[config.mk]
export PLATFORM = sky130hd
export DESIGN_NAME = spi_slave_regfile_flat
export DESIGN_NICKNAME = d
export VERILOG_FILES = /design/src/rtl/spi_slave_regfile_if.sv /design/src/rtl/spi_slave_regfile.sv /design/src/flat_wrapper.sv
export SDC_FILE = /design/constraint.sdc
export NUM_CORES = 1
export LEC_CHECK = 0
export ABC_AREA = 1
export CELL_PAD_IN_SITES_DETAIL_PLACEMENT = 0
export CELL_PAD_IN_SITES_GLOBAL_PLACEMENT = 1
export CORE_ASPECT_RATIO = 0.6
export CORE_MARGIN = 5
export CORE_UTILIZATION = 38
export CTS_CLUSTER_SIZE = 10
export DETAILED_ROUTE_END_ITERATION = 16
export PLACE_DENSITY = 0.78
export SYNTH_ARGS = -nofsm -noshare
export SYNTH_HDL_FRONTEND = slang
export SYNTH_SLANG_ARGS = --single-unit
[constraint.sdc]
create_clock -name clk -period 2.04 [get_ports clk]
set_input_delay 0.612 -clock clk [delete_from_list [all_inputs] [get_ports clk]]
set_output_delay 0.612 -clock clk [all_outputs]
set_load 0.01 [all_outputs]
[src/rtl/spi_slave_regfile_if.sv]
// Byte-stream and strobe bundle between the SPI receiver/transmitter and the register bank.
// The master side is the SPI front end and the slave side is the command decoder.
interface spi_slave_regfile_if;
  logic       spi_cs;
  logic [7:0] rx_data;
  logic       rx_valid;
  logic [7:0] tx_data;
  logic       tx_load;
  logic       wr_pulse;
  logic [6:0] wr_addr;
  logic       frame_done;

  modport master (
    output spi_cs, rx_data, rx_valid,
    input  tx_data, tx_load, wr_pulse, wr_addr, frame_done
  );

  modport slave (
    input  spi_cs, rx_data, rx_valid,
    output tx_data, tx_load, wr_pulse, wr_addr, frame_done
  );
endinterface

[src/rtl/spi_slave_regfile.sv]
// SPI byte-stream command decoder and register bank.
// Splits each chip-select frame into a command byte and data bytes, then writes the bank or feeds readback bytes to the transmitter.
module spi_slave_regfile #(
  parameter int unsigned NUM_REGS = 8
) (
  input  logic                    clk,
  input  logic                    rst_n,
  spi_slave_regfile_if.slave      bus,
  output logic [8*NUM_REGS-1:0]   reg_out
);

  localparam int unsigned AW = 7;
  localparam int unsigned DW = 8;

  typedef enum logic [1:0] {
    IDLE = 2'd0,
    CMD  = 2'd1,
    WR   = 2'd2,
    RD   = 2'd3
  } state_t;

  state_t               state, state_nxt;
  logic [1:0]           cs_sync;
  logic                 cs_end_c;
  logic                 cs_act_c;
  logic [AW-1:0]        addr_q;
  logic                 addr_ld_c;
  logic                 addr_inc_c;
  logic                 wr_c;
  logic                 sched_c;
  logic                 done_c;
  logic                 rd_pend;
  logic                 in_range_c;
  logic [DW-1:0]        rd_val_c;
  logic [8*NUM_REGS-1:0] bank_q;
  logic [DW-1:0]        tx_data_q;
  logic                 tx_load_q;
  logic                 wr_pulse_q;
  logic [AW-1:0]        wr_addr_q;
  logic                 frame_done_q;

  // CS synchroniser: cs_sync[0] is the newest sample, cs_sync[1] the previous one
  always_ff @(posedge clk or negedge rst_n) begin
    if (!rst_n) begin
      cs_sync <= 2'b11;
    end else begin
      cs_sync <= {cs_sync[0], bus.spi_cs};
    end
  end

  assign cs_end_c = cs_sync[0] & ~cs_sync[1];
  assign cs_act_c = ~cs_sync[0];

  always_ff @(posedge clk or negedge rst_n) begin
    if (!rst_n) begin
      state <= IDLE;
    end else begin
      state <= state_nxt;
    end
  end

  // Next state and per-byte actions; a CS end always outranks a byte strobe
  always_comb begin
    state_nxt  = state;
    addr_ld_c  = 1'b0;
    addr_inc_c = 1'b0;
    wr_c       = 1'b0;
    sched_c    = 1'b0;
    done_c     = 1'b0;
    unique case (state)
      IDLE: begin
        if (cs_act_c) begin
          state_nxt = CMD;
        end
      end
      CMD: begin
        if (cs_end_c) begin
          state_nxt = IDLE;
          done_c    = 1'b1;
        end else if (bus.rx_valid) begin
          addr_ld_c = 1'b1;
          if (bus.rx_data[7]) begin
            state_nxt = WR;
          end else begin
            state_nxt = RD;
            sched_c   = 1'b1;
          end
        end
      end
      WR: begin
        if (cs_end_c) begin
          state_nxt = IDLE;
          done_c    = 1'b1;
        end else if (bus.rx_valid) begin
          wr_c       = 1'b1;
          addr_inc_c = 1'b1;
        end
      end
      RD: begin
        if (cs_end_c) begin
          state_nxt = IDLE;
          done_c    = 1'b1;
        end else if (bus.rx_valid) begin
          addr_inc_c = 1'b1;
          sched_c    = 1'b1;
        end
      end
      default: state_nxt = IDLE;
    endcase
  end

  assign in_range_c = {1'b0, addr_q} < 8'(NUM_REGS);

  // Readback mux; addresses past the bank fall through to zero
  always_comb begin
    rd_val_c = '0;
    for (int unsigned i = 0; i < NUM_REGS; i++) begin
      if (addr_q == AW'(i)) begin
        rd_val_c = bank_q[8*i +: 8];
      end
    end
  end

  always_ff @(posedge clk or negedge rst_n) begin
    if (!rst_n) begin
      addr_q <= '0;
    end else if (addr_ld_c) begin
      addr_q <= bus.rx_data[AW-1:0];
    end else if (addr_inc_c) begin
      addr_q <= addr_q + AW'(1);
    end
  end

  // Register bank and write strobe
  always_ff @(posedge clk or negedge rst_n) begin
    if (!rst_n) begin
      bank_q     <= '0;
      wr_pulse_q <= 1'b0;
      wr_addr_q  <= '0;
    end else begin
      wr_pulse_q <= wr_c & in_range_c;
      if (wr_c && in_range_c) begin
        wr_addr_q <= addr_q;
      end
      for (int unsigned i = 0; i < NUM_REGS; i++) begin
        if (wr_c && addr_q == AW'(i)) begin
          bank_q[8*i +: 8] <= bus.rx_data;
        end
      end
    end
  end

  // Read load is one edge behind the accepted byte so it sees the updated address
  always_ff @(posedge clk or negedge rst_n) begin
    if (!rst_n) begin
      rd_pend      <= 1'b0;
      tx_load_q    <= 1'b0;
      tx_data_q    <= '0;
      frame_done_q <= 1'b0;
    end else begin
      rd_pend      <= sched_c;
      tx_load_q    <= rd_pend;
      frame_done_q <= done_c;
      if (rd_pend) begin
        tx_data_q <= rd_val_c;
      end
    end
  end

  assign bus.tx_data    = tx_data_q;
  assign bus.tx_load    = tx_load_q;
  assign bus.wr_pulse   = wr_pulse_q;
  assign bus.wr_addr    = wr_addr_q;
  assign bus.frame_done = frame_done_q;
  assign reg_out        = bank_q;

endmodule

[src/flat_wrapper.sv]
// flat-port wrapper written by rule: the top's interface ports become plain ports
module spi_slave_regfile_flat 
#(
  parameter int unsigned NUM_REGS = 8
)
  (clk, rst_n, reg_out, bus_spi_cs, bus_rx_data, bus_rx_valid, bus_tx_data, bus_tx_load, bus_wr_pulse, bus_wr_addr, bus_frame_done);
  spi_slave_regfile_if bus_i ();
  input  logic clk;
  input  logic rst_n;
  output logic [8*NUM_REGS-1:0] reg_out;
  input wire logic [$bits(bus_i.spi_cs)-1:0] bus_spi_cs;
  input wire logic [$bits(bus_i.rx_data)-1:0] bus_rx_data;
  input wire logic [$bits(bus_i.rx_valid)-1:0] bus_rx_valid;
  output wire logic [$bits(bus_i.tx_data)-1:0] bus_tx_data;
  output wire logic [$bits(bus_i.tx_load)-1:0] bus_tx_load;
  output wire logic [$bits(bus_i.wr_pulse)-1:0] bus_wr_pulse;
  output wire logic [$bits(bus_i.wr_addr)-1:0] bus_wr_addr;
  output wire logic [$bits(bus_i.frame_done)-1:0] bus_frame_done;
  assign bus_i.spi_cs = bus_spi_cs;
  assign bus_i.rx_data = bus_rx_data;
  assign bus_i.rx_valid = bus_rx_valid;
  assign bus_tx_data = bus_i.tx_data;
  assign bus_tx_load = bus_i.tx_load;
  assign bus_wr_pulse = bus_i.wr_pulse;
  assign bus_wr_addr = bus_i.wr_addr;
  assign bus_frame_done = bus_i.frame_done;
  spi_slave_regfile #(.NUM_REGS(NUM_REGS)) u_core (.clk(clk), .rst_n(rst_n), .bus(bus_i), .reg_out(reg_out));
endmodule
* After elaboration in Yosys (flattened, before gate mapping)
Cells that the tools add are included. Widths: inputs -> output; s select.
Operators by class: $add $sub $neg 1, order comparisons 1, reductions and logical operators 15, divide/modulo/power cells 0, multiply operators 0, bitwise operators 3, mux-type cells 27, equality and inequality tests 13, shift-type cells 0
Operator list (count):
- $mux 8 | 8
- $eq 7x3->1 const B | 4
- $eq 7x2->1 const B | 2
- $mux 7 | 2
- $mux 1 | 11
- $logic_and 1x1->1 | 9
- $mux 2 | 4
- $add 7x1->7 const B | 1
- $eq 7x1->1 const B | 1
- $logic_not 7->1 | 1
- $lt 7x4->1 const B | 1
- $pmux 2 s3 | 1
- $eq 2x2->1 const B | 2
- $ne 3x2->1 const B | 1
- $reduce_and 3->1 | 1
- $reduce_or 3->1 | 1
- $and 1x1->1 | 2
- $eq 2x1->1 const B | 1
- $logic_not 2->1 | 1
- $ne 2x1->1 const B | 1
- $ne 2x2->1 const B | 1
- $pmux 1 s2 | 1
- $reduce_bool 2->1 | 1
- $reduce_or 2->1 | 1
- $not 1->1 | 1
Word-level totals: logic and storage cells 77, bits in writable memories 0, bits in read-only memories 0, bits in latches 0, memories 0, register bits 94, bits of input ports 12

* Logic depth before layout (Yosys ltp)
word-level depth 9, gate-level depth with buffers 16, gate-level depth less buffers 15

* Least setup slack after synthesis
No wires, ideal clock.
path kind in2reg, start in bus_rx_valid, end reg u_core.bank_q[62], in the netlist u_core.reg_out[62], data required time 1917 ps, cell stages on the path 8, path buffers 1, slack 315 ps, setup time 123 ps, data arrival time 1602 ps, cell sequence inv_1 nor3_4 nand3_4 clkinv_2 nand2_4 buf_6 nand2_1 o21ai_2
Between the ends: longest elaborated chain between the ends 4
Ends and longest elaborated chain:
- start, declared | RTL line flat_wrapper.sv:13 | input wire logic [$bits(bus_i.rx_valid)-1:0] bus_rx_valid;
- $mux 1 | RTL line spi_slave_regfile.sv:94 | end else if (bus.rx_valid) begin
- $mux 1 | RTL line spi_slave_regfile.sv:91 | if (cs_end_c) begin
- $mux 1 | RTL line spi_slave_regfile.sv:70 | unique case (state)
- $logic_and 1x1->1 | RTL line spi_slave_regfile.sv:146 | if (wr_c && addr_q == AW'(i)) begin
- end signal, assigned by index | RTL line spi_slave_regfile.sv:147 | bank_q[8*i +: 8] <= bus.rx_data;
- end, declared | RTL line spi_slave_regfile.sv:35 | logic [8*NUM_REGS-1:0] bank_q;
Every way passes these cells. A chain may end at the register's enable or synchronous reset.

* Worst setup path after layout
start reg u_core.bank_q[24], in the netlist u_core.reg_out[24], end out reg_out[24]
RTL lines:
- end, declared | RTL line flat_wrapper.sv:10 | output logic [8*NUM_REGS-1:0] reg_out;
No word-level cell between the ends.

==> reports/results.ini <==
[clock_tree]
clock_transition_at_the_registers_of_the_reported_paths_ps = 70
cts-buffers-inserted = 9
numClockSinks = 94
maximum_buffer_depth_of_the_clock_tree = 2
insertion_delay_ps = 340
master_cell_of_the_clock_root_buffer = clkbuf_16
tritoncts = yes
clock_tree.htree_level_count = 3

[place]
place_congestion = 0.8373
post-place-ws_ps = -105.4
placedInstanceArea_um2 = 5751
place.port_buffers = 93
place_hpwl_um = 10100

[final_layout]
layout.area.seq_um2 = 2355
diodes = 0
finalNetCount = 659
finish.instance_area_um2 = 6071
filler_cells = 1069
drive_gt1_share_pct = 13.43
area_of_the_multi_input_gates_um2 = 1861
layout-area-overhead-vs-synth_pct = 36.14
post-route-util_pct = 53.38

[route]
postRouteAntennaNets = 0
avgViaCountPerCell = 5.024
totalWireLength_um = 13490
num_vias = 4059
routedWlPerCell_um = 16.70
initialDrtViolationCount = 269
drtPass1Iterations = 5
drt_drc_violations_left = 0

[timing]
worst_pin_slew_ps = 449.5
timing.final.ws_setup_ps = 87.08
timing.final.hold_violations = 0
fmax_mhz = 512.1
fin_crit_sh_pct = 95.73
slew_viol_final = 0
setup_viol_count_final = 0
post-route-min-period_ps = 1953
finalClockSkew_ps = 7.069
setup_total_negative_slack_ps = 0
maxSlewHeadroom_pct = 70.00

[yosys]
ys_warn_count = 0
synthesis.area_um2 = 4459
synthCells = 524
postSynth.topFlopCell = dfrtp_1
synth_compound_gate_area_share_pct = 14.62
yosys.cell_types.count = 37
yosys-mux-area-fraction_pct = 0
yosys.area.top_type_share_pct = 51.63
asyncSetResetFlopFracSynth_pct = 100.0
synthesis.nets = 540
synth.avg_cell_area_um2 = 8.510
synth_simple_gate_area_share_pct = 25.31
synth_most_common_cell = nand2_1
synth_top_cells_by_count = 167 x nand2_1, 92 x dfrtp_1, 66 x o21ai_0
synth-edff-count = 0
synth_adder_area_share_pct = 1.122
netlist_top_cells_area = dfrtp_1 52%, nand2_1 14%, o21ai_0 7.4%
yosys.area_share.xor_xnor_pct = 0.3928
yosys_register_bits = 94
synth_top_family_by_area = simple AND/OR/NAND/NOR gates
synth_seq_area_share_pct = 52.81
synth_largest_area_cell = dfrtp_1

[power]
internal_mw = 3.736
pwr-share-comb_pct = 28.1
switching_share_pct = 32.81
vdd.ir_drop.worst_mv = 0.4893
total_power_mw = 5.561
net-switching-power_mw = 1.824
p_seq_share_pct = 42.1
power_density_nw_per_um2 = 916.0
power.clock.fraction_pct = 29.9
power.static_leakage_nw = 2.914

[setup_path]
crit_family = buffers and inverters
r2r_cells = 13
crit_path_largest_cell_delay_ps = 580
setup.worst_path.class = reg -> out
critPathLaunchType = flop
rr_endpoint = u_core.bus.tx_data[4]$_DFFE_PN0P_
critPathBufInv = 1
path_cells = clkdlybuf4s50_1
critical_path_depth = 1
crit_path_top_delay_cell = clkdlybuf4s50_1
required_ps = 1430
ff2ff_setup_slack_ps = 160
critical_path_arrival_ps = 1340
path_max_fanout = 3
end_kind = primary output
worst_r2r_startpoint = u_core.addr_q[0]$_DFFE_PN0P_

[min_path]
class_of_the_worst_hold_path = in -> async

[die]
floorplan.initialDensity_pct = 39.21
die_area_um2 = 14070
die_boundary_width_um = 149.9
core_area_um2 = 11370
placement_rows = 30
floorplan.die.height_um = 93.91
i_o_pin_total = 94

[global_routing]
grt_pass1_vias = 3904
globalRouteOverflowTotal = 0
grt_first_pass_wirelength_um = 21220
grt_use_total_pct = 19.66
grt_antenna_before_repair = 0
pin_count_of_the_biggest_net_entering_global_routing = 37

[run_status]
outcome = finished clean

[flow_run]
drv_cap = 0

[layout by cell type (no fill, tap or decap), drive strengths merged]
cell | netlist | routed
a211oi | 1 | 1
a21oi | 33 | 33
a22oi | 2 | 2
a32oi | 1 | 1
buf | 13 | 30
bufinv | 0 | 1
clkbuf | 1 | 11
clkdlybuf4s50 | 0 | 92
clkinv | 1 | 4
clkinvlp | 0 | 1
dfrtp | 92 | 92
dfstp | 2 | 2
ha | 4 | 4
inv | 43 | 43
nand2 | 174 | 174
nand3 | 16 | 16
nor2 | 45 | 45
nor3 | 10 | 10
o211ai | 1 | 1
o21ai | 76 | 76
o221ai | 1 | 1
o22a | 1 | 1
o22ai | 2 | 2
or2 | 3 | 3
xor2 | 2 | 2
[cell type report]
cell class	instances	area share (%)
multi-input cells	372	30.65
clock buffers	11	3.833
well taps	160	3.298
flip-flops and latches	94	38.79
clock inverters	5	0.9893
inverters	44	2.741
repair buffers	122	19.70
[power groups by stage]
stage          combinational (mW)  clock (mW)  sequential (mW)
2_1_floorplan               0.757           0             2.39
3_3_place_gp                 1.49           0             2.35
3_5_place_dp                 1.51           0             2.36
4_1_cts                      1.51        1.69             2.33
5_1_grt                      1.70        1.77             2.37
6_report                     1.56        1.66             2.34
[cell families after synthesis]
logic type | count (synthesis)
buffers and inverters | 58
adders and majority gates | 4
AOI/OAI and AO/OA | 118
xor gates and xnor gates | 2
and+or+nand+nor | 248
DFF | 94
[per-layer routing]
layer / GRT usage (%) / vias up / wire, um
met5: 0 / - / 0
met4: 5.023 / 0 / 152
met3: 5.063 / 16 / 1024
met2: 27.44 / 158 / 5574
met1: 29.98 / 1942 / 6740
li1: - / 1943 / -
[worst max path at each step]
stage	slack, ps	end	startpoint
after CTS	70	reg_out[24]	u_core.reg_out[24]$_DFFE_PN0P_
after floorplan	320	u_core.reg_out[62]$_DFFE_PN0P_	bus_rx_valid
after global routing	-20	u_core.bus.tx_data[4]$_DFFE_PN0P_	u_core.addr_q[1]$_DFFE_PN0P_
final	90	reg_out[24]	u_core.reg_out[24]$_DFFE_PN0P_
after global placement	-50	u_core.reg_out[38]$_DFFE_PN0P_	bus_rx_valid
after detailed placement	-110	u_core.reg_out[11]$_DFFE_PN0P_	bus_rx_valid
[metrics by stage]
step | instances | hold WS (ps)
after floorplan | 524 | 316.4
after global placement | 790 | 362.0
after detailed placement | 790 | 368.3
after CTS | 806 | 194.1
after global routing | 808 | 209.3
final | 808 | 186.2
[what timing repair did]
item	in CTS	in global routing
resized for setup	0	5
endpoints found under the setup margin	0	7
hold buffers	0	0
setup buffers	0	2
[state kept, by name (all words and copies together), names as in the netlist]
| signal | cells |
|---|---|
| u_core.bus.tx_data | 8 |
| u_core.reg_out | 64 |
| u_core.addr_q | 7 |
| u_core.cs_sync | 2 |
| u_core.bus.frame_done | 1 |
| u_core.state | 2 |
| u_core.bus.wr_addr | 7 |
| u_core.bus.tx_load | 1 |
| u_core.rd_pend | 1 |
| u_core.bus.wr_pulse | 1 |
Power figures use the tool's default switching activity.
